<file path="src/rtl/seq_detector_param.sv">
// seq_detector_param: parametrised serial pattern detector (KMP-style fallback).
// State k counts pattern bits matched so far; mismatches fall back through the
// elaboration-time failure table so partial overlaps are never lost.
// Optional feature macro: SEQ_DET_REG_OUT_EN (registered data_out, 1-cycle later).
module seq_detector_param #(
    parameter int                  PAT_LEN = 4,
    parameter logic [PAT_LEN-1:0]  PATTERN = 4'b1010,
    parameter int                  CNT_W   = 8
) (
    input  logic             clk,
    input  logic             rst,
    input  logic             valid_in,
    input  logic             data_in,
    input  logic             overlap_en,
    output logic             data_out,
    output logic [CNT_W-1:0] match_count
);

    localparam int SW = $clog2(PAT_LEN);      // state register width
    localparam int IW = $clog2(PAT_LEN + 1);  // index width covering 0..PAT_LEN

    typedef logic [PAT_LEN:0][IW-1:0] fail_t;

    // Pattern in arrival order: bit i is the i-th bit received. Top bit is padding
    // so that IW-bit indices select it without width mismatch.
    function automatic logic [PAT_LEN:0] rev_pat();
        logic [PAT_LEN:0]   r;
        logic [PAT_LEN-1:0] p;
        r = '0;
        p = PATTERN;
        repeat (PAT_LEN) begin
            r = {r[PAT_LEN-1:0], p[0]};
            p = p >> 1;
        end
        return r;
    endfunction

    // Failure function: f[k] = longest proper prefix that is also a suffix of
    // the first k pattern bits.
    function automatic fail_t calc_fail(input logic [PAT_LEN:0] s);
        fail_t          f;
        logic [IW-1:0]  j;
        f = '0;
        for (logic [IW-1:0] i = IW'(1); i < IW'(PAT_LEN); i = i + IW'(1)) begin
            j = f[i];
            while (j != '0 && s[j] != s[i])
                j = f[j];
            if (s[j] == s[i])
                j = j + IW'(1);
            f[i + IW'(1)] = j;
        end
        return f;
    endfunction

    localparam logic [PAT_LEN:0] PAT_S = rev_pat();
    localparam fail_t            FAIL_T = calc_fail(PAT_S);

    logic [SW-1:0]    k_q, k_d;
    logic [CNT_W-1:0] cnt_q, cnt_d;
    logic             hit;

    // Next state: advance on expected bit, otherwise walk the fallback chain once.
    always_comb begin
        logic [IW-1:0] j;
        logic [IW-1:0] nxt;
        j   = IW'(k_q);
        nxt = j;
        hit = 1'b0;
        if (valid_in) begin
            if (PAT_S[j] == data_in) begin
                if (j == IW'(PAT_LEN - 1)) begin
                    hit = 1'b1;
                    nxt = overlap_en ? FAIL_T[IW'(PAT_LEN)] : '0;
                end else begin
                    nxt = j + IW'(1);
                end
            end else begin
                for (int i = 0; i < PAT_LEN; i++) begin
                    if (j != '0 && PAT_S[j] != data_in)
                        j = FAIL_T[j];
                end
                // A fallback target is always below PAT_LEN-1, so no match here.
                nxt = (PAT_S[j] == data_in) ? j + IW'(1) : '0;
            end
        end
        k_d = SW'(nxt);
    end

    // Saturating match counter next value.
    always_comb begin
        cnt_d = cnt_q;
        if (hit && cnt_q != '1)
            cnt_d = cnt_q + CNT_W'(1);
    end

    // State and counter registers; reset overrides any simultaneous match.
    always_ff @(posedge clk) begin
        if (rst) begin
            k_q   <= '0;
            cnt_q <= '0;
        end else begin
            k_q   <= k_d;
            cnt_q <= cnt_d;
        end
    end

    assign match_count = cnt_q;

`ifdef SEQ_DET_REG_OUT_EN
    logic dout_q;

    // Registered match pulse, one cycle after the final bit.
    always_ff @(posedge clk) begin
        if (rst)
            dout_q <= 1'b0;
        else
            dout_q <= hit;
    end

    assign data_out = dout_q;
`else
    assign data_out = hit & ~rst;
`endif

endmodule
</file>
<file path="config.mk">
export PLATFORM = sky130hd
export DESIGN_NAME = seq_detector_param
export DESIGN_NICKNAME = d
export VERILOG_FILES = /design/src/rtl/seq_detector_param.sv
export SDC_FILE = /design/constraint.sdc
export NUM_CORES = 1
export LEC_CHECK = 0
export CAP_MARGIN = 20
export CORE_MARGIN = 2
export CORE_UTILIZATION = 50
export DETAILED_ROUTE_END_ITERATION = 10
export MAX_ROUTING_LAYER = met4
export PLACE_DENSITY = 0.85
export SLEW_MARGIN = 20
export SYNTH_ARGS = -nofsm -noshare
export SYNTH_HDL_FRONTEND = slang
export SYNTH_SLANG_ARGS = --single-unit
</file>
<file path="constraint.sdc">
create_clock -name clk -period 6 [get_ports clk]
set_clock_uncertainty 0.2 [all_clocks]
set_input_delay 1.5 -clock clk [delete_from_list [all_inputs] [get_ports clk]]
set_output_delay 1.5 -clock clk [all_outputs]
set_load 0.005 [all_outputs]
</file>
### After elaboration in Yosys (flattened, before gate mapping)

Memories as Yosys holds them, arrays and structs flattened.
Index checks and enable logic that the tools add are counted.

| word-level totals | value |
|---|---|
| register bits after elaboration | 10 |
| memory bits (read-only) | 104 |
| bits in latches | 0 |
| logic and storage cells | 66 |
| output and inout bits | 9 |
| memories kept | 7 |
| memory bits (writable) | 0 |

| operators by class | value |
|---|---|
| multiplexer cells | 30 |
| shift operators | 0 |
| bitwise gates (word level) | 2 |
| equality and inequality tests | 8 |
| reduce and logical (&&, ||, !) cells | 9 |
| $mul | 0 |
| div/mod/pow operators | 0 |
| add/subtract/negate cells | 3 |
| magnitude comparators | 5 |

Memories:

| name | depth | width | read ports | clocked after Yosys merged registers in | write ports | RTL line | source |
|---|---|---|---|---|---|---|---|
| (name not given) | 8 | 3 | 1 | 0 | 0 | 80 | `j = FAIL_T[j];` |
| (name not given) | 8 | 3 | 1 | 0 | 0 | 80 |  |
| (name not given) | 8 | 3 | 1 | 0 | 0 | 80 |  |
| (name not given) | 8 | 1 | 1 | 0 | 0 | 83 | `nxt = (PAT_S[j] == data_in) ? j + IW'(1) : '0;` |
| (name not given) | 8 | 1 | 1 | 0 | 0 | 79 | `if (j != '0 && PAT_S[j] != data_in)` |
| (name not given) | 8 | 1 | 1 | 0 | 0 | 79 |  |
| 1 more memories | n/a | n/a | n/a | n/a | n/a | n/a |  |

Operator list:

| cell | count |
|---|---|
| 2-to-1 mux 3 bit | 16 |
| < comparator 3 x 4 -> 1 bit (second input constant) | 4 |
| nonzero test 3 bit | 3 |
| adder 8 x 1 -> 8 bit (second input constant) | 1 |
| 2-to-1 mux 1 bit | 8 |
| 2-to-1 mux 2 bit | 4 |
| != test 8 bit (second input constant) | 1 |
| binary-select mux 3 bit (select 2 bit) | 1 |
| logical AND 1 bit | 5 |
| adder 2 x 1 -> 2 bit (second input constant) | 2 |
| < comparator 2 x 4 -> 1 bit (second input constant) | 1 |
| != test 1 bit | 4 |
| binary-select mux 1 bit (select 2 bit) | 1 |
| == test 1 bit | 2 |
| == test 2 bit (second input constant) | 1 |
| nonzero test 2 bit | 1 |
| bitwise AND 1 bit | 1 |
| inverter 1 bit | 1 |

### Logic depth before layout (Yosys ltp)

| logic depth | value |
|---|---|
| depth in word-level cells | 33 |
| mapped depth | 11 |

### Worst setup path after synthesis

No wires, ideal clock.

| timing path | value |
|---|---|
| path kind | input to output |
| start | in data_in |
| end | out data_out |
| path buffers | 2 |
| arrival time | 2,125 ps |
| slack | 2,175 ps |
| data required time | 4,300 ps |
| stages | 5 |
| cells stage by stage | buf_6 > nor3_4 > o21ai_2 > buf_6 > nor2_1 |

| between the ends | value |
|---|---|
| cells in the longest elaborated chain, start to end | 4 |

Ends and longest elaborated chain:

| element | RTL line | source |
|---|---|---|
| start: declaration | 13 | `input logic data_in,` |
| == test 1 bit | 70 | `if (PAT_S[j] == data_in) begin` |
| 2-to-1 mux 1 bit | 70 |  |
| 2-to-1 mux 1 bit | 69 | `if (valid_in) begin` |
| bitwise AND 1 bit | 122 | `assign data_out = hit & ~rst;` |
| end: declaration | 15 | `output logic data_out,` |

No other way between the ends.

### Worst setup path after layout

Ends and elaborated chain as after synthesis.

==> load_flow_metrics.sql <==
INSERT INTO impl_metrics (metric_group, metric, value, unit) VALUES
('grt', 'globalRouteOverflowTotal', '0', ''),
('critical_path', 'r2r_cells', '11', ''),
('timing', 'finalSetupTns', '0', 'ns'),
('power_and_ir_drop', 'power.share.combinational', '16.4', '%'),
('placement', 'place_congestion', '0.8602', ''),
('grt', 'global_route.usage.total', '18.48', '%'),
('synthesis', 'ys.flop_type', 'dfxtp_1', ''),
('clock_tree', 'cts-root-buf', 'clkbuf_4', ''),
('floorplanning', 'initial_utilization', '53.56', '%'),
('synthesis', 'top_area_cell_type_share_of_the_netlist_area', '28.37', '%'),
('power_and_ir_drop', 'power_switching', '0.03584', 'mW'),
('timing', 'min_period_over_period', '81.95', '%'),
('floorplanning', 'io_pins', '14', ''),
('clock_tree', 'total_cts_buffers', '3', ''),
('clock_tree', 'clk_latency', '0.27', 'ns'),
('placement', 'io_buffer_count', '12', ''),
('floorplanning', 'die-area', '1728', 'um2'),
('clock_tree', 'clkTransAtPathRegs', '0.06', 'ns'),
('grt', 'grt_pass1_vias', '554', ''),
('timing', 'timing.final.setup_violations', '0', ''),
('critical_path', 'worstSetupPathType', 'in2out', ''),
('critical_path', 'cp_data_required_time', '4.30', 'ns'),
('timing', 'worst_slew_pin_slew', '0.4813', 'ns'),
('synthesis', 'synth_cells', '83', ''),
('synthesis', 'synth_sequential_area_ratio', '28.37', '%'),
('clock_tree', 'post_cts_resized', '0', ''),
('timing', 'timing_max_transition_violations_final', '0', ''),
('timing', 'postLayoutSetupSlackWorst', '1.083', 'ns'),
('critical_path', 'setup.worst_path.end', 'data_out', ''),
('placement', 'half_perimeter_wire_length_of_the_detailed_placement_result', '991.8', 'um'),
('detailed_routing', 'via_per_inst', '5.807', ''),
('floorplanning', 'core.rowCount', '13', ''),
('floorplanning', 'core_area', '1318', 'um2'),
('critical_path', 'critical_path_cell_count', '5', ''),
('critical_path', 'timing.rr.start', 'k_q[0]', ''),
('synthesis', 'synthDominantAreaCellType', 'dfxtp_1', ''),
('layout', 'area_growth_syn_to_layout', '17.38', '%'),
('synthesis', 'number_of_flops_mapped_to_enable_cells_by_yosys', '0', ''),
('synthesis', 'netlist_area_pre_place', '705.7', 'um2'),
('critical_path', 'path_buf_inv', '2', ''),
('detailed_routing', 'routed_wire_length_per_instance', '12.06', 'um'),
('critical_path', 'critPathTopFamily', 'buffers and inverters', ''),
('clock_tree', 'clock_sink_count', '10', ''),
('power_and_ir_drop', 'power_switching_share', '26.34', '%'),
('critical_path', 'critical_path.cell_chain', 'clkdlybuf4s50_1 -> o21a_2 -> o21ai_2 -> nor2_1 -> clkdlybuf4s50_1', ''),
('synthesis', 'post-synth-top-count-cell', 'dfxtp_1', ''),
('layout', 'fraction_of_layout_instances_using_a_drive_strength_above_1', '10.64', '%'),
('detailed_routing', 'post-route-drc-count', '0', ''),
('synthesis', 'synth_cell_types', '33', ''),
('synthesis', 'post_synth.cell_area_avg', '8.502', 'um2'),
('placement', 'placed_inst_area', '805.8', 'um2'),
('flow_run', 'cap_violations', '0', ''),
('run_status', 'run_status', 'completed', ''),
('synthesis', 'synth_async_sr_flop_share', '0', '%'),
('timing', 'setup_repair_after_global_routing_missed_its_margin', 'no', ''),
('clock_tree', 'cts_htree_levels', '1', ''),
('worst_hold_path', 'holdCritPathClass', 'reg2reg', ''),
('power_and_ir_drop', 'cellInternalPower', '0.1002', 'mW'),
('power_and_ir_drop', 'pwr-share-seq', '50.8', '%'),
('detailed_routing', 'num_vias', '633', ''),
('critical_path', 'worstSetupEndpointType', 'output port', ''),
('floorplanning', 'die_x', '41.57', 'um'),
('clock_tree', 'cts-root-to-sink-buffers', '2', ''),
('power_and_ir_drop', 'p_per_area', '164.3', 'nW/um2'),
('detailed_routing', 'ant_nets', '0', ''),
('critical_path', 'r2r_setup_slack', '3.29', 'ns'),
('clock_tree', 'number_of_buffers_inserted_by_post_cts_setup_repair', '0', ''),
('layout', 'insertedDiodeCount', '0', ''),
('synthesis', 'ranking_of_synthesized_cells_by_instance_count', '10 x dfxtp_1, 8 x nor2_1, 7 x inv_1', ''),
('power_and_ir_drop', 'share_clk_of_total_power', '32.8', '%'),
('layout', 'num-fill-cells', '106', '');
cells by family after synthesis:
kind of cell             after synthesis  synth area share [%]
flip-flops                            10                 28.37
AO/OA/AOI/OAI                         22                 21.28
XOR/XNOR                               2                 2.483
multiplexers                           2                 3.014
AND/OR/NAND/NOR                       30                 25.00
buffers and inverters                 11                 9.220
adder cells (fa/ha/maj)                6                 10.64
stage by stage:
step,utilization (%),power [mW],std cells
after floorplan,-,0.08778,83
after global placement,61.16,0.09189,106
after detailed placement,61.16,0.09297,106
after CTS,62.87,0.1384,109
after global routing,62.87,0.1456,109
final,62.87,0.1361,109
how the worst min path moves through the flow:
stage                     endpoint  slack (ns)
finish              match_count[4]        0.32
global route        match_count[6]        0.35
CTS                 match_count[4]        0.31
detailed placement  match_count[4]        0.30
global placement    match_count[7]        0.30
floorplan           match_count[4]        0.29
worst reg2reg max path: cells and delay by family, from the launching register on:
kind            cells  cell delay (ns)
compound gates      3             0.56
buf+inv             2             0.16
flops               1             0.42
xor+xnor            2             0.34
simple gates        1             0.13
mux                 1             0.25
fa+ha+maj           2             0.56
cell usage in the layout, fill, tap and decap left out, drive strengths merged, types with 2 or more instances in the layout:
cell,Yosys,routed
o31ai,4,4
clkdlybuf4s50,0,12
o2111ai,2,2
and4,2,2
ha,6,6
clkbuf,0,3
or4,3,3
nor3,2,2
dfxtp,10,10
inv,7,7
a21oi,5,5
nand2,4,4
nand3,3,3
nor2b,2,2
or3,2,2
o21ai,5,5
nor2,8,8
cell type report:
type                            count  area (um2)  area share (%)
Multi-Input combinational cell     62       440.4           53.17
Sequential cell                    10       200.2           24.17
Timing Repair Buffer               12       120.1           14.50
Inverter                            7       26.28           3.172
Clock buffer                        3       22.52           2.719
Tap cell                           15       18.77           2.266
power by group through the flow:
stage	registers [mW]	logic [mW]	clock network, mW
2_1_floorplan	0.0701	0.0176	0
3_3_place_gp	0.0705	0.0214	0
3_5_place_dp	0.0705	0.0225	0
4_1_cts	0.0691	0.0227	0.0467
5_1_grt	0.0693	0.0258	0.0505
6_report	0.0691	0.0223	0.0447
registers in the layout (all words and copies together), names as in the netlist:
| signal | flops |
|---|---|
| k_q | 2 |
| match_count | 8 |
metal layers:
layer	wire [um]	GRT usage, %
met4	16	7.742
met2	615	27.19
met3	77	8.261
met1	606	21.77
met5	0	-
Note: power is estimated with default switching activity, not from simulation.
